==> config.mk <==
export PLATFORM = sky130hd
export DESIGN_NAME = serial_capture_reg
export DESIGN_NICKNAME = d
export VERILOG_FILES = /design/src/rtl/serial_capture_reg.sv
export SDC_FILE = /design/constraint.sdc
export NUM_CORES = 1
export LEC_CHECK = 0
export CORE_AREA = 2 2 51 64
export CTS_CLUSTER_SIZE = 28
export DETAILED_ROUTE_END_ITERATION = 12
export DIE_AREA = 0 0 53 66
export GPL_ROUTABILITY_DRIVEN = 0
export PLACE_DENSITY = 0.72
export SYNTH_ARGS = -nofsm -noshare
export SYNTH_HDL_FRONTEND = slang
export SYNTH_SLANG_ARGS = --single-unit
==> constraint.sdc <==
create_clock -name clk -period 1.61 [get_ports clk]
set_clock_uncertainty 0.05 [all_clocks]
set_input_delay 0.322 -clock clk [delete_from_list [all_inputs] [get_ports clk]]
set_output_delay 0.322 -clock clk [all_outputs]
set_load 0.01 [all_outputs]
==> src/rtl/serial_capture_reg.sv <==
// Serial-to-parallel capture register: assembles WIDTH-bit words LSB- or MSB-first
// and hands them to a consumer through a one-word holding register with Valid/Ack.
module serial_capture_reg #(
  parameter int WIDTH = 8
) (
  input  logic                           clk,
  input  logic                           reset,
  input  logic                           SerialIn,
  input  logic                           ShiftEn,
  input  logic                           ShiftRight,
  input  logic                           Sync,
  input  logic                           Ack,
  input  logic                           ClearOvr,
  output logic [WIDTH-1:0]               DataOut,
  output logic                           Valid,
  output logic                           Overrun,
  output logic [$clog2(WIDTH+1)-1:0]     BitCount
);

  localparam int CW = $clog2(WIDTH + 1);
  localparam logic [CW-1:0] LAST_BIT = CW'(WIDTH - 1);

  localparam logic EMPTY = 1'b0;
  localparam logic HELD  = 1'b1;

  // Handshake: Valid=1 means DataOut carries an unconsumed word; the word is
  // consumed on any rising edge where Valid=1 and Ack=1. Ack while Valid=0 has no effect.

  logic [WIDTH-1:0] sr;
  logic [CW-1:0]    bit_count;
  logic             dir_lsb;
  logic             state;
  logic             eff_dir;
  logic             shift;
  logic             complete;
  logic             ovr_set;
  logic [WIDTH-1:0] sr_next;

  // The direction is taken live on the first bit of a word, from the latch afterwards.
  always_comb begin
    eff_dir  = (bit_count == '0) ? ShiftRight : dir_lsb;
    shift    = ShiftEn && !Sync;
    sr_next  = eff_dir ? {SerialIn, sr[WIDTH-1:1]} : {sr[WIDTH-2:0], SerialIn};
    complete = shift && (bit_count == LAST_BIT);
    ovr_set  = (state == HELD) && complete && !Ack;
  end

  always_ff @(posedge clk or posedge reset) begin
    if (reset) begin
      sr        <= '0;
      bit_count <= '0;
      dir_lsb   <= 1'b1;
    end else if (Sync) begin
      sr        <= '0;
      bit_count <= '0;
    end else if (ShiftEn) begin
      sr        <= sr_next;
      bit_count <= complete ? '0 : bit_count + 1'b1;
      if (bit_count == '0) dir_lsb <= ShiftRight;
    end
  end

  // Output FSM; the state bit itself drives Valid.
  always_ff @(posedge clk or posedge reset) begin
    if (reset) begin
      state   <= EMPTY;
      DataOut <= '0;
    end else begin
      case (state)
        EMPTY: begin
          if (complete) begin
            DataOut <= sr_next;
            state   <= HELD;
          end
        end
        HELD: begin
          if (complete && Ack) DataOut <= sr_next;
          else if (Ack)        state   <= EMPTY;
        end
        default: state <= EMPTY;
      endcase
    end
  end

  // Set beats clear when a word is lost on the same edge as ClearOvr.
  always_ff @(posedge clk or posedge reset) begin
    if (reset)         Overrun <= 1'b0;
    else if (ovr_set)  Overrun <= 1'b1;
    else if (ClearOvr) Overrun <= 1'b0;
  end

  assign Valid    = state;
  assign BitCount = bit_count;

endmodule
======== Yosys cells after proc, flatten, opt, wreduce, memory -nomap -nowiden ========
Cells that the tools add are included.
storage, ports and cells
  bits in latches ......................... 0
  register bits after elaboration ......... 23
  memories kept ........................... 0
  memory bits (read-only) ................. 0
  bits in writable memories ............... 0
  word-level logic and storage cells ...... 40
  input bits .............................. 8
  output and inout bits ................... 14
cells by class
  divide/modulo/power cells ............... 0
  order comparisons ....................... 0
  multiply operators ...................... 0
  multiplexer cells ....................... 16
  $add $sub $neg .......................... 1
  bitwise gates (word level) .............. 2
  shift operators ......................... 0
  reduce and logical (&&, ||, !) cells .... 12
  equality and inequality tests ........... 3
operators by type and width
  operator             number
  $mux 8               5
  $pmux 8 s2           1
  $mux 4               3
  $mux 1               6
  $logic_and 1x1->1    5
  $add 4x1->4 const B  1
  $eq 4x3->1 const B   1
  $logic_not 4->1      1
  $reduce_and 2->1     2
  $reduce_bool 2->1    2
  $logic_not 1->1      2
  $ne 2x1->1 const B   1
  $ne 2x2->1 const B   1
  $not 1->1            2
  $pmux 1 s2           1

======== Longest topological paths before layout ========
Gate-level depths: netlist of run 1.
  depth after elaboration ................. 6
  mapped depth ............................ 6

======== Worst setup path after synthesis of run 1 ========
No wires, ideal clock.
  path kind ............................... reg2reg
  start point ............................. reg bit_count[1] (netlist: BitCount[1])
  end point ............................... reg DataOut[7]
  arrival time ............................ 1398 ps
  cell stages (with the launch flop) ...... 6
  slack ................................... 36 ps
  cells stage by stage .................... dfrtp_1 -> ha_1 -> nand4b_2 -> nor3b_2 -> buf_6 -> mux2_4
on the way
  longest elaborated chain between the ends .. 5
RTL lines
  item                                                   line    text
  from (decl)                                            30      logic [CW-1:0] bit_count;
  from (signal assigned)                                 58      bit_count <= complete ? '0 : bit_count + 1'b1;
  $logic_not 4->1 / $eq 4x3->1 (equally long branches)   41, 44
  $mux 1 / $logic_and 1x1->1 (equally long branches)     n/a
  $mux 8 / $logic_and 1x1->1 (equally long branches)     43, 77
  $mux 8 (tied with other cells)                         77      if (complete && Ack) DataOut <= sr_next;
  $pmux 8 s2 / $reduce_and 2->1 (equally long branches)  n/a
  to (signal assigned)                                   72      DataOut <= sr_next;
  to (signal assigned)                                   77
  to (decl)                                              14      output logic [WIDTH-1:0] DataOut,
Several ways; a longest one is shown, not always the timed one. The select of a mux whose other input is x is not followed.
A chain may end at the register's enable or synchronous reset.

======== Worst setup path after layout of run 1 ========
  start point ............................. reg bit_count[0] (netlist: BitCount[0])
  end point ............................... reg sr[2]
on the way
  longest elaborated chain between the ends .. 5
RTL lines
  item                  line  text
  $logic_not 4->1       41    eff_dir = (bit_count == '0) ? ShiftRight : dir_lsb;
  $mux 1                n/a
  $mux 8                43    sr_next = eff_dir ? {SerialIn, sr[WIDTH-1:1]} : {sr[WIDTH-2:0], SerialIn};
  $mux 8                56    end else if (ShiftEn) begin
  $mux 8                53    end else if (Sync) begin
  to (signal assigned)  57    sr <= sr_next;
  to (decl)             29    logic [WIDTH-1:0] sr;
No other way between the ends. The select of a mux whose other input is x is not followed.

==> results of run 1 <==
## cells by family (layout without fill, tap and decap cells)
kind of cell / Yosys count / count (layout) / synth area share (%)
AOI/OAI and AO/OA: 12 / 12 / 5.84
xor gates and xnor gates: 1 / 1 / 0.670
adders and majority gates: 2 / 2 / 1.91
buffers and inverters: 20 / 64 / 7.75
DFF: 23 / 23 / 44.1
muxes: 34 / 34 / 29.5
and+or+nand+nor: 23 / 23 / 10.2
## cell usage in the layout (no fill, tap or decap), drive strengths merged, types with 2 or more instances in the layout
cell type / synthesis / final
buf: 7 / 26
mux2i: 25 / 25
dfrtp: 22 / 22
inv: 13 / 13
nand2: 12 / 12
dlymetal6s2s: 0 / 11
mux2: 9 / 9
o22ai: 8 / 8
clkdlybuf4s50: 0 / 7
clkbuf: 0 / 4
nor2: 2 / 2
nor3b: 2 / 2
nand2b: 2 / 2
a21oi: 2 / 2
dlygate4sd2: 0 / 2
ha: 2 / 2
## registers in the layout, summed over array words and instances (netlist names)
register / count
DataOut: 8
sr: 8
BitCount: 4
Overrun: 1
Valid: 1
dir_lsb: 1
## power by group
group	internal, mW	leakage [nW]	switching [mW]
clock	0.0969	0.0150	0.174
combinational	0.164	0.692	0.120
sequential	0.598	0.278	0.0203
## what timing repair did
action	in CTS	in global routing
setup buffers	4	2
endpoints found under the setup margin	19	29
pin swaps	6	2
cloned	1	0
endpoints found under the hold margin	0	0
resized for setup	14	21
## per-stage QoR
stage / hold slack (ns) / util, % / instance area, sq um
after floorplan: 0.273 / - / 1310
after global placement: 0.451 / 57.6 / 1670
after detailed placement: 0.458 / 57.6 / 1670
after CTS: 0.300 / 61.2 / 1770
after global routing: 0.341 / 64.3 / 1860
final: 0.292 / 64.3 / 1860
## per-layer routing
metal,share of wire (%),global-route usage [%]
met2,54,31.3
met5,0,0
met1,42,23.2
met4,1.4,6.73
met3,3.5,3.39
## final cells by class
cell class / count / area, sq um
Fill cell: 232 / 1030
Multi-Input combinational cell: 72 / 703
Sequential cell: 23 / 578
Timing Repair Buffer: 47 / 458
Inverter: 13 / 48.8
Tap cell: 36 / 45.0
Clock buffer: 4 / 26.3
## path summary, 6_finish.rpt
check | startpoint | end | slack (ns) | cells after the start
worst min-delay path | reset | BitCount[3]$_DFFE_PP0P_ | 0.29 | 3
min in group clk | DataOut[5]$_DFFE_PP0P_ | DataOut[5]$_DFFE_PP0P_ | 0.47 | 2
worst max-delay path | BitCount[0]$_DFFE_PP0P_ | sr[2]$_DFFE_PP0P_ | -0.07 | 6
max in group asynchronous | reset | dir_lsb$_DFFE_PP1P_ | 0.94 | 3
worst max register to register | BitCount[0]$_DFFE_PP0P_ | sr[2]$_DFFE_PP0P_ | -0.07 | 6
worst min register to register | DataOut[5]$_DFFE_PP0P_ | DataOut[5]$_DFFE_PP0P_ | 0.47 | 2
## worst max-delay path, cell delays in order, from the launching register on
cell and delay (ns):
dfrtp_1 0.46, inv_2 0.11, ha_4 0.13, nor3b_4 0.22
buf_6 0.17, mux2_4 0.32, o22ai_2 0.16
==> results.json, run 1 <==
{
  "yosys-top-cells-area": "dfrtp_1 42%, mux2i_1 19%, mux2_4 10%",
  "dp_cells": 184,
  "cts_inserted_buffers": 3,
  "p_leak_nw": 0.985,
  "ys_warn_count": 0,
  "cts.clk_slew.worst_paths_ns": 0.13,
  "first_pass_iters": 3,
  "wl_per_cell_um": 14.7,
  "grt_overflow": 0,
  "fin_cells": 195,
  "wirelength_mm": 2.87,
  "hp-class": "in2async",
  "min_period_over_period_pct": 104,
  "antenna_found_initial": 0,
  "synthDistinctLibCells": 23,
  "fin_nets": 170,
  "start_util_pct": 45.2,
  "cts.hold.buffers_added": 0,
  "cts_root_buffer": "clkbuf_4",
  "rsz0062_at_grt": "true",
  "violations": "setup timing",
  "synth_ff_type": "dfrtp_1",
  "maxCapViolations": 0,
  "clk_latency_ns": 0.31,
  "postSynthRegisterBits": 23,
  "layout_setup_ws_ns": -0.0682,
  "path_class": "reg2reg",
  "setup-tns-final_ns": -0.604,
  "place_hpwl_mm": 1.95,
  "finalHoldViolCount": 0,
  "yosys.area.top_type_share_pct": 42.1,
  "synth_common_cells": "25 x mux2i_1, 22 x dfrtp_1, 13 x inv_1",
  "dieWidth_um": 53,
  "crit_arrival_ns": 1.87,
  "drc": 0,
  "detail_route.vias_per_cell": 5.12,
  "rows": 22,
  "p_per_area_nw_per_um2": 631,
  "syn2layout_area_growth_pct": 42.2,
  "slew_viol_final": 0,
  "drive_gt1_share_pct": 33.3,
  "synth-edff-count": 0,
  "critPathMaxFanout": 5,
  "portBuffers": 21,
  "timing.slew.headroom_pct": 77.3,
  "antenna_left": 0,
  "synth.most_common_cell": "mux2i_1",
  "crit_required_ns": 1.80,
  "cts_tree": "done",
  "max_freq_ghz": 0.596,
  "crit_path_start_kind": "flip-flop",
  "num_vias": 999,
  "ir_drop_mv": 0.412,
  "async_flop_share_pct": 100,
  "dieHeight_um": 66,
  "cts_max_path_buffers": 2,
  "grt_max_degree": 24,
  "core_area_sq_um": 2890,
  "status": "finished, violations left",
  "end_kind": "flip-flop",
  "dp_slack_ns": -0.241,
  "synth_cells": 115,
  "dieArea_sq_um": 3500,
  "grt_pass1_wl_mm": 4.77,
  "worst_slew_pin_slew_ns": 0.340,
  "drt-initial-drc-count": 17,
  "syn_area_sq_um": 1310,
  "grt_pass1_vias": 1038,
  "setup_viol": 15,
  "syn-num-nets": 125,
  "diodes": 0,
  "seq_area_frac_synth_pct": 44.1,
  "cts_sinks": 23,
  "h-tree-depth": 1,
  "synth_top_area_cell": "dfrtp_1",
  "grt_usage_pct": 18.5,
  "syn_area_per_cell_sq_um": 11.4,
  "ios": 22,
  "fin_total_pwr_mw": 1.17,
  "fin_crit_ns": 1.68
}
Note: power is estimated with default switching activity, not from simulation.
==> run 2: changes to the inputs <==
CORE_AREA = 2 2 50 63   (was 2 2 51 64)
CTS_BUF_LIST = sky130_fd_sc_hd__clkbuf_2 sky130_fd_sc_hd__clkbuf_4 sky130_fd_sc_hd__clkbuf_8   (was unset)
DIE_AREA = 0 0 52 65   (was 0 0 53 66)
PLACE_DENSITY = 0.75   (was 0.72)
==> results.json, run 2 (same netlist as run 1, synthesis figures left out) <==
{
  "wirelength_mm": 2.79,
  "p_leak_nw": 0.935,
  "status": "finished, violations left",
  "slowest_stage": "dfrtp_1",
  "timing.slew.headroom_pct": 72.4,
  "r2r_start": "BitCount[0]$_DFFE_PP0P_",
  "slew_viol_final": 0,
  "grt_pass1_vias": 1017,
  "fillers": 231,
  "final_cell_mix": "24 x mux2i_1, 21 x dfrtp_1, 15 x buf_4",
  "max_freq_ghz": 0.596,
  "cts_inserted_buffers": 3,
  "detail_route.vias_per_cell": 5.26,
  "worst_slew_pin_slew_ns": 0.413,
  "cts.hold.buffers_added": 0,
  "drive_gt1_share_pct": 32.2,
  "antenna_left": 0,
  "diodes": 0,
  "crit_start": "BitCount[0]$_DFFE_PP0P_",
  "ir_drop_mv": 0.491,
  "grt_usage_pct": 17.6,
  "min_period_over_period_pct": 104,
  "maxCapViolations": 0,
  "start_util_pct": 46.1,
  "cp_num_buf_inv": 2,
  "crit_arrival_ns": 1.87,
  "finalHoldViolCount": 0,
  "dieHeight_um": 65,
  "post-route-cell-area_sq_um": 1800,
  "end_kind": "flip-flop",
  "place_hpwl_mm": 1.97,
  "dieWidth_um": 52,
  "drc": 0,
  "cts.clk_slew.worst_paths_ns": 0.13,
  "place_area_sq_um": 1620,
  "critPathMaxFanout": 5,
  "cts_tree": "done",
  "rsz0062_at_grt": "true",
  "layout_setup_ws_ns": -0.0673,
  "crit_required_ns": 1.80,
  "path_delay_family": "multiplexers",
  "path_cells": "inv_2 > ha_4 > nor3b_4 > buf_6 > mux2_4 > mux2i_1",
  "fin_total_pwr_mw": 1.16,
  "ios": 22,
  "hp-class": "in2async",
  "grt_max_degree": 24,
  "violations": "setup timing",
  "rows": 22,
  "drt-initial-drc-count": 19,
  "core_area_sq_um": 2840,
  "dp_slack_ns": -0.231,
  "cts_max_path_buffers": 2,
  "fin_crit_ns": 1.68,
  "crit_path_start_kind": "flip-flop",
  "p_per_area_nw_per_um2": 645,
  "dieArea_sq_um": 3380,
  "antenna_found_initial": 0,
  "h-tree-depth": 1,
  "fin_nets": 163,
  "portBuffers": 21,
  "setup_viol": 15,
  "grt_pass1_wl_mm": 4.46,
  "cts_root_buffer": "clkbuf_4",
  "max_stage_delay_ns": 0.44,
  "first_pass_iters": 4,
  "final_common_cell": "mux2i_1",
  "num_vias": 989,
  "clk_latency_ns": 0.32,
  "syn2layout_area_growth_pct": 37.7,
  "cts_sinks": 23,
  "path_class": "reg2reg",
  "wl_per_cell_um": 14.9,
  "final_util_pct": 63.5,
  "grt_overflow": 0
}
-- run 2: cell types whose count changed in the layout (fill, tap and decap cells not counted), sizes merged --
cell,delta
dlygate4sd2,+2
clkdlybuf4s15,-1
buf,-7
dlymetal6s2s,-1
-- run 2: path summary, 6_finish.rpt --
check                           slack [ns]                endpoint  depth (start not counted)
worst min-delay path                  0.28       sr[3]$_DFFE_PP0P_                          3
worst max register to register       -0.07  DataOut[3]$_DFFE_PP0P_                          6
worst max-delay path                 -0.07  DataOut[3]$_DFFE_PP0P_                          6
max in group asynchronous             0.94     dir_lsb$_DFFE_PP1P_                          3
min in group clk                      0.48  DataOut[0]$_DFFE_PP0P_                          2
worst min register to register        0.48  DataOut[0]$_DFFE_PP0P_                          2
-- run 2: timing repair --
| item | 4_1_cts | 5_1_grt |
|---|---|---|
| endpoints found under the setup margin | 21 | 27 |
| pin swaps | 0 | 3 |
| setup buffers | 3 | 0 |
| cloned | 0 | 1 |
| resized for setup | 8 | 28 |
| endpoints found under the hold margin | 0 | 0 |
-- run 2: report_power, final --
part           internal, mW  switching [mW]  total (mW)  leakage [nW]
combinational         0.139           0.104       0.243         0.639
sequential            0.598          0.0339       0.632         0.278
clock                 0.114           0.173       0.287        0.0184
total                 0.851           0.310        1.16         0.935
-- run 2: worst reg2reg max path, delay by kind of cell (launching register included) --
kind          cells  cell delay [ns]
fa+ha+maj         1             0.12
buf+inv           2             0.27
flops             1             0.44
mux               2             0.46
simple gates      1             0.25
-- run 2: through the flow --
stage          cells  setup TNS (ns)  hold WS [ns]
3_5_place_dp     180           -2.69         0.466
6_report         188          -0.679         0.285
2_1_floorplan    115               0         0.273
3_3_place_gp     180           -1.44         0.455
5_1_grt          188           -1.65         0.293
4_1_cts          187          -0.257         0.294
-- run 2: layer usage --
metal | vias up | routed length [um] | GRT usage, %
li1 | 471 | - | -
met1 | 495 | 1200 | 21.4
met2 | 20 | 1480 | 31.3
met3 | 3 | 87 | 2.07
met4 | 0 | 29 | 5.92
met5 | - | 0 | 0
-- run 2: final cells by class --
cell class                 instances  area [sq um]  share of cell area, %
multi-input combinational         72           711                   39.5
sequential                        23           578                   32.1
timing repair buffer              40           388                   21.5
inverter                          13          48.8                   2.71
tap                               36          45.0                   2.50
clock buffer                       4          30.0                   1.67
